<file path="config.mk">
export PLATFORM = sky130hd
export DESIGN_NAME = instruction_fetch
export DESIGN_NICKNAME = d
export VERILOG_FILES = /design/src/rtl/fetch_pkg.sv /design/src/rtl/fetch_line_buffer.sv /design/src/rtl/instruction_fetch.sv
export SDC_FILE = /design/constraint.sdc
export NUM_CORES = 1
export LEC_CHECK = 0
export BUFFER_PORTS_ARGS = -buffer_cell sky130_fd_sc_hd__buf_2
export CAP_MARGIN = 10
export CELL_PAD_IN_SITES_DETAIL_PLACEMENT = 1
export CELL_PAD_IN_SITES_GLOBAL_PLACEMENT = 1
export CORE_ASPECT_RATIO = 0.7
export CORE_MARGIN = 2
export CORE_UTILIZATION = 40
export CTS_BUF_LIST = sky130_fd_sc_hd__clkbuf_4 sky130_fd_sc_hd__clkbuf_8 sky130_fd_sc_hd__clkbuf_16
export DETAILED_ROUTE_END_ITERATION = 10
export GPL_TIMING_DRIVEN = 0
export PLACE_DENSITY_LB_ADDON = 0.1
export SKIP_CTS_REPAIR_TIMING = 1
export SKIP_LAST_GASP = 1
export SYNTH_ARGS = -nofsm -noshare
export SYNTH_HDL_FRONTEND = slang
export SYNTH_HIERARCHICAL = 1
export SYNTH_SLANG_ARGS = --single-unit
</file>
<file path="constraint.sdc">
create_clock -name clk -period 3 [get_ports clk]
set_clock_uncertainty 0.2 [all_clocks]
set_input_delay 0 -clock clk [delete_from_list [all_inputs] [get_ports clk]]
set_output_delay 0 -clock clk [all_outputs]
set_load 0.005 [all_outputs]
</file>
<file path="src/rtl/fetch_pkg.sv">
// Shared definitions for the instruction fetch stage: FSM states, line and
// instruction geometry, the halt word, and a helper to select a line half.
package fetch_pkg;

  localparam int unsigned INSN_BYTES = 4;
  localparam int unsigned LINE_BYTES = 8;
  localparam int unsigned INSN_W     = 32;
  localparam int unsigned LINE_W     = 64;

  localparam logic [INSN_W-1:0] NOP_HALT_WORD = 32'h0;

  typedef enum logic [2:0] {
    REQ,
    WAIT,
    DRAIN,
    FLUSH,
    HALT
  } state_e;

  // Half 0 is the word at the line address, half 1 the word at +4.
  function automatic logic [INSN_W-1:0] line_half(input logic [LINE_W-1:0] line,
                                                  input logic              hi);
    return hi ? line[LINE_W-1:INSN_W] : line[INSN_W-1:0];
  endfunction

endpackage

</file>
<file path="src/rtl/fetch_line_buffer.sv">
// One fetched 64-bit line plus a per-half valid mask.
// Ports:
//   clk, reset      clock, synchronous active-high reset
//   load_i          capture load_data_i; load_hi_only_i marks only half 1 valid
//   pop_i           clear the half selected by pop_hi_i
//   clear_i         drop both halves (highest priority)
//   line_o, mask_o  stored line and half-valid mask (bit 0 = low half)
module fetch_line_buffer
  import fetch_pkg::*;
(
  input  logic              clk,
  input  logic              reset,
  input  logic              load_i,
  input  logic [LINE_W-1:0] load_data_i,
  input  logic              load_hi_only_i,
  input  logic              pop_i,
  input  logic              pop_hi_i,
  input  logic              clear_i,
  output logic [LINE_W-1:0] line_o,
  output logic [1:0]        mask_o
);

  logic [LINE_W-1:0] line_q, line_d;
  logic [1:0]        mask_q, mask_d;

  // Next line/mask: clear beats load beats pop.
  always_comb begin
    line_d = line_q;
    mask_d = mask_q;
    if (clear_i) begin
      mask_d = 2'b00;
    end else if (load_i) begin
      line_d = load_data_i;
      mask_d = load_hi_only_i ? 2'b10 : 2'b11;
    end else if (pop_i) begin
      mask_d = mask_q & (pop_hi_i ? 2'b01 : 2'b10);
    end
  end

  always_ff @(posedge clk) begin
    if (reset) begin
      line_q <= '0;
      mask_q <= '0;
    end else begin
      line_q <= line_d;
      mask_q <= mask_d;
    end
  end

  assign line_o = line_q;
  assign mask_o = mask_q;

endmodule

</file>
<file path="src/rtl/instruction_fetch.sv">
// Fetch stage: issues aligned 64-bit line reads, splits each line into two
// 32-bit instructions and hands them to the decoder with their PC.
// Ports:
//   clk, reset                      clock, synchronous active-high reset
//   rd_req_valid/ready/addr         line read request (one outstanding max)
//   rd_resp_valid/data              line read response
//   ir_valid/ready, ir, ir_pc       instruction to decoder
//   redirect_valid, redirect_pc     taken jump/branch target
//   halted                          all-zero word consumed, fetch stopped
module instruction_fetch
  import fetch_pkg::*;
#(
  parameter int unsigned        ADDR_W   = 64,
  parameter logic [ADDR_W-1:0]  ENTRY_PC = '0
) (
  input  logic              clk,
  input  logic              reset,
  output logic              rd_req_valid,
  input  logic              rd_req_ready,
  output logic [ADDR_W-1:0] rd_req_addr,
  input  logic              rd_resp_valid,
  input  logic [LINE_W-1:0] rd_resp_data,
  output logic              ir_valid,
  input  logic              ir_ready,
  output logic [INSN_W-1:0] ir,
  output logic [ADDR_W-1:0] ir_pc,
  input  logic              redirect_valid,
  input  logic [ADDR_W-1:0] redirect_pc,
  output logic              halted
);

  state_e            state_q, state_d;
  logic [ADDR_W-1:0] pc_q, pc_d;
  logic              rd_req_valid_q;
  logic [ADDR_W-1:0] rd_req_addr_q;
  logic              ir_valid_q, ir_valid_d;
  logic [INSN_W-1:0] ir_q, ir_d;
  logic [ADDR_W-1:0] ir_pc_q, ir_pc_d;
  logic              halted_q, halted_d;

  logic              buf_load, buf_pop, buf_clear;
  logic [LINE_W-1:0] buf_line;
  logic [1:0]        buf_mask;
  logic              req_fire, ir_fire;

  fetch_line_buffer u_line_buffer (
    .clk            (clk),
    .reset          (reset),
    .load_i         (buf_load),
    .load_data_i    (rd_resp_data),
    .load_hi_only_i (pc_q[2]),
    .pop_i          (buf_pop),
    .pop_hi_i       (pc_q[2]),
    .clear_i        (buf_clear),
    .line_o         (buf_line),
    .mask_o         (buf_mask)
  );

  // rd_req_valid_q is only ever set while in REQ.
  assign req_fire = rd_req_valid_q && rd_req_ready;
  assign ir_fire  = ir_valid_q && ir_ready;

  // Next-state, pc and registered-output next values.
  always_comb begin
    state_d    = state_q;
    pc_d       = pc_q;
    ir_valid_d = ir_valid_q;
    ir_d       = ir_q;
    ir_pc_d    = ir_pc_q;
    halted_d   = halted_q;
    buf_load   = 1'b0;
    buf_pop    = 1'b0;
    buf_clear  = 1'b0;

    case (state_q)
      REQ: begin
        if (req_fire) state_d = WAIT;
      end
      WAIT: begin
        if (rd_resp_valid) begin
          buf_load   = 1'b1;
          state_d    = DRAIN;
          ir_valid_d = 1'b1;
          ir_d       = line_half(rd_resp_data, pc_q[2]);
          ir_pc_d    = pc_q;
        end
      end
      DRAIN: begin
        if (ir_fire) begin
          buf_pop = 1'b1;
          pc_d    = pc_q + ADDR_W'(INSN_BYTES);
          if (ir_q == NOP_HALT_WORD) begin
            state_d    = HALT;
            halted_d   = 1'b1;
            ir_valid_d = 1'b0;
          end else if ((buf_mask & (pc_q[2] ? 2'b01 : 2'b10)) != 2'b00) begin
            // Only the high half can remain after popping the low one.
            ir_d    = line_half(buf_line, ~pc_q[2]);
            ir_pc_d = pc_q + ADDR_W'(INSN_BYTES);
          end else begin
            state_d    = REQ;
            ir_valid_d = 1'b0;
          end
        end
      end
      FLUSH: begin
        if (rd_resp_valid) state_d = REQ;
      end
      HALT: begin
      end
      default: state_d = REQ;
    endcase

    // Redirect overrides everything; an accepted request whose response is
    // still pending (including one accepted this cycle) must be swallowed.
    if (redirect_valid) begin
      pc_d       = redirect_pc & ~ADDR_W'(INSN_BYTES - 1);
      buf_clear  = 1'b1;
      halted_d   = 1'b0;
      ir_valid_d = 1'b0;
      if (((state_q == WAIT || state_q == FLUSH) && !rd_resp_valid) || req_fire) begin
        state_d = FLUSH;
      end else begin
        state_d = REQ;
      end
    end
  end

  always_ff @(posedge clk) begin
    if (reset) begin
      state_q        <= REQ;
      pc_q           <= ENTRY_PC;
      rd_req_valid_q <= 1'b0;
      rd_req_addr_q  <= '0;
      ir_valid_q     <= 1'b0;
      ir_q           <= '0;
      ir_pc_q        <= '0;
      halted_q       <= 1'b0;
    end else begin
      state_q        <= state_d;
      pc_q           <= pc_d;
      rd_req_valid_q <= (state_d == REQ);
      rd_req_addr_q  <= pc_d & ~ADDR_W'(LINE_BYTES - 1);
      ir_valid_q     <= ir_valid_d;
      ir_q           <= ir_d;
      ir_pc_q        <= ir_pc_d;
      halted_q       <= halted_d;
    end
  end

  assign rd_req_valid = rd_req_valid_q;
  assign rd_req_addr  = rd_req_addr_q;
  assign ir_valid     = ir_valid_q;
  assign ir           = ir_q;
  assign ir_pc        = ir_pc_q;
  assign halted       = halted_q;

endmodule

</file>
==> impl_metrics.yaml <==
layout:
  nFillCells: 3644
  seqCellArea_um2: 4560
  layoutNonFillerInstCount: 2294
  synthToLayoutAreaGrowth_pct: 35.6
  finish.utilization_pct: 54.7
  multiInputGateArea_um2: 6420
  final_nets: 2023
  drive_gt1_share_pct: 29.4
critical_path:
  r2r_end: "ir_pc[43]"
  slowest_stage: "dfxtp_1"
  max_stage_delay_ns: 0.44
  cp-end-kind: "register"
  cp_max_fo: 10
  rrSetupSlack_ns: 0.17
  cp_common_cell: "buf_2"
  cp.required_ns: 3.25
  startpoint_type: "register"
  crit_chain: "buf_2, nand3_1, nor4_2, buf_2, nand4_2, nor2_1, xnor2_1, a211oi_1"
  reg2regPathDepth: 8
  crit_buf_inv: 2
  crit_cells: 8
  crit_start: "pc_q[2]"
  crit_type: "reg2reg"
  crit_arrival_ns: 3.08
  reg2reg_from: "pc_q[2]"
  cp_top_family: "simple AND/OR/NAND/NOR gates"
  worstSetupEndpoint: "ir_pc[43]"
synthesis:
  synth_fa_ha_area_share_pct: 0.104
  ys.flop_type: "dfxtp_1"
  synthTopCellsByArea: "dfxtp_1 38%, nand2_1 8.2%, xnor2_1 6.6%, mux4_2 6.0%, a211oi_1 5.3%"
  yosys.area.top_type: "dfxtp_1"
  synth_xor_area_share_pct: 8.03
  yosysWarningCount: 6
  synthMuxAreaShare_pct: 6.77
  synthSimpleGateAreaFrac_pct: 25.4
  seq_area_frac_synth_pct: 38.0
  syn_avg_cell_area_um2: 8.39
  syn_area_um2: 12000
  synth-async-reset-ratio_pct: 0
  syn_inst: 1430
  synth_top_area_share_pct: 38.0
  synth_top_family_by_area: "simple AND/OR/NAND/NOR gates"
  synth_edf_count: 0
  synth-compound-area-share_pct: 12.7
  synth_most_common_cell: "nand2_1"
  ys_types: 56
  yosys_register_bits: 228
  ys_top_cells_by_count: "263 x nand2_1, 228 x dfxtp_1, 158 x nor2_1"
sta:
  slew_headroom_pct: 36.1
  rsz0062_at_grt: "true"
  final-hold-violation-count: 0
  slew_viol_final: 0
  post-route-period-util_pct: 94.2
  setup_viol: 0
  fin_ws_ns: 0.174
  clock.fmax_ghz: 0.354
  worst_pin_slew_ns: 0.959
  fin_crit_ns: 2.83
place:
  hpwl_mm: 35.8
  place_inst: 2107
  io_buffers: 288
  place_ws_ns: -0.277
  globalplace.congestion: 0.859
cts:
  cts-buffers-inserted: 26
  htreeDepth: 1
  numClockSinks: 228
  clk_pin_slew_ns: 0.06
  cts_tree: "built"
  clk_latency_ns: 0.56
  cts_buffer_depth: 3
  cts-root-buf: "clkbuf_16"
power:
  cellLeakagePower_nw: 6.29
  p_per_area_nw_per_um2: 490
  totalPowerFinal_w: 0.00798
  ir_worst_vdd_uv: 400
grt:
  antenna_found_initial: 2
  first_global_vias: 11900
  grt_use_total_pct: 29.5
  use_met1_pct: 44.6
  gr-total-overflow: 0
  grt_max_degree: 13
  use_met3_pct: 4.19
  top_usage_layer: "met1"
  grtUsageMet2_pct: 43.8
  grt_pass1_wl_mm: 70.8
die:
  coreArea_um2: 29800
  initial_core_util_pct: 40.3
  die_w_um: 211
  die_h_um: 149
  ios: 297
  rows: 53
  dieArea_um2: 31400
detailed_routing:
  drtAntennaViolNets: 0
  via_per_inst: 5.49
  first_pass_iters: 5
  drtIter0Drc: 974
  vias: 12600
  drc: 0
  post_drt_wl_per_cell_um: 21.8
  wirelength_mm: 49.9
min_path:
  hp-class: "in2reg"
job:
  maxCapViolations: 0
run_status:
  status: "completed"
metrics by stage:
stage | instance area, µm² | hold WS [ns] | TNS [ns]
after global routing | 16300 | 0.0579 | -0.00994
after global placement | 13900 | 0.0380 | -9.98
after floorplan | 12000 | -0.121 | 0
after detailed placement | 13900 | 0.0553 | -9.46
after CTS | 14800 | -0.527 | -11.48
final | 16300 | 0.0332 | 0
worst min path at each step:
stage	end	cells past startpoint	slack, ns	from
after floorplan	u_line_buffer/mask_o[0]	1	-0.12	redirect_valid
final	pc_q[15]	4	0.03	redirect_pc[15]
after detailed placement	pc_q[15]	3	0.06	redirect_pc[15]
after global placement	pc_q[2]	3	0.04	redirect_pc[2]
after global routing	u_line_buffer/line_o[50]	4	0.06	rd_resp_data[50]
after CTS	pc_q[15]	3	-0.53	redirect_pc[15]
cell usage in the layout (no fill, tap or decap), types with 6 or more instances in the layout:
master,synthesis,final
a211oi_1,84,84
a211oi_2,8,8
a21oi_1,112,112
a311oi_1,10,10
buf_2,33,320
buf_4,71,77
buf_6,7,7
clkbuf_1,61,51
clkbuf_16,0,27
clkbuf_2,1,12
clkbuf_4,0,6
clkbuf_8,0,7
clkinv_2,0,7
dfxtp_1,228,228
dlygate4sd3_1,0,132
inv_1,9,9
mux2i_1,8,8
mux4_2,32,32
nand2_1,263,263
nand3_1,30,29
nand4_1,32,32
nand4_2,7,6
nor2_1,158,158
nor3_1,35,34
nor3_2,19,19
nor4_1,23,21
nor4_2,7,9
o21ai_0,13,13
or3_1,10,10
xnor2_1,91,91
xor2_1,19,19
registers in the layout, indices dropped and copies added (netlist names):
signal / flops
halted: 1
rd_req_valid: 1
u_line_buffer/line_o: 64
u_line_buffer/mask_o: 2
state_q: 3
ir: 32
ir_pc: 62
pc_q: 62
ir_valid: 1
metal layers:
layer | routed length (µm) | vias to the layer above
met4 | 1060 | 0
met3 | 3260 | 69
met5 | 0 | -
met2 | 22000 | 485
li1 | - | 5823
met1 | 23600 | 6223
worst reg2reg max path, delay by kind of cell, from the launching register on:
kind | cells | cell delay (ns)
xor gates and xnor gates | 1 | 0.11
and+or+nand+nor | 4 | 1.12
AOI/OAI and AO/OA | 1 | 0.23
buffers and inverters | 2 | 0.65
DFF | 1 | 0.44
where the power goes:
part	internal [W]	total, W	leakage, nW	switching (W)
sequential	0.00317	0.00332	1.86	0.000152
combinational	0.000607	0.00127	3.97	0.000664
clock	0.00203	0.00338	0.462	0.00135
total	0.00581	0.00798	6.29	0.00217
cell type report:
cell class	count	share of cell area, %
Multi-Input combinational cell	1016	39.5
Clock inverter	9	0.584
Inverter	11	0.254
Sequential cell	228	28.0
Antenna cell	1	0.0154
Timing Repair Buffer	426	17.2
Tap cell	385	2.96
Clock buffer	39	4.97
Buffer	179	6.45
logic make-up after synthesis:
family | after synthesis
AO/OA/AOI/OAI | 237
XOR/XNOR | 110
adder cells (fa/ha/maj) | 1
buffers and inverters | 190
flip-flops | 228
multiplexers | 41
other | 1
AND/OR/NAND/NOR | 622
No activity file was read; power rests on OpenSTA's default activity.
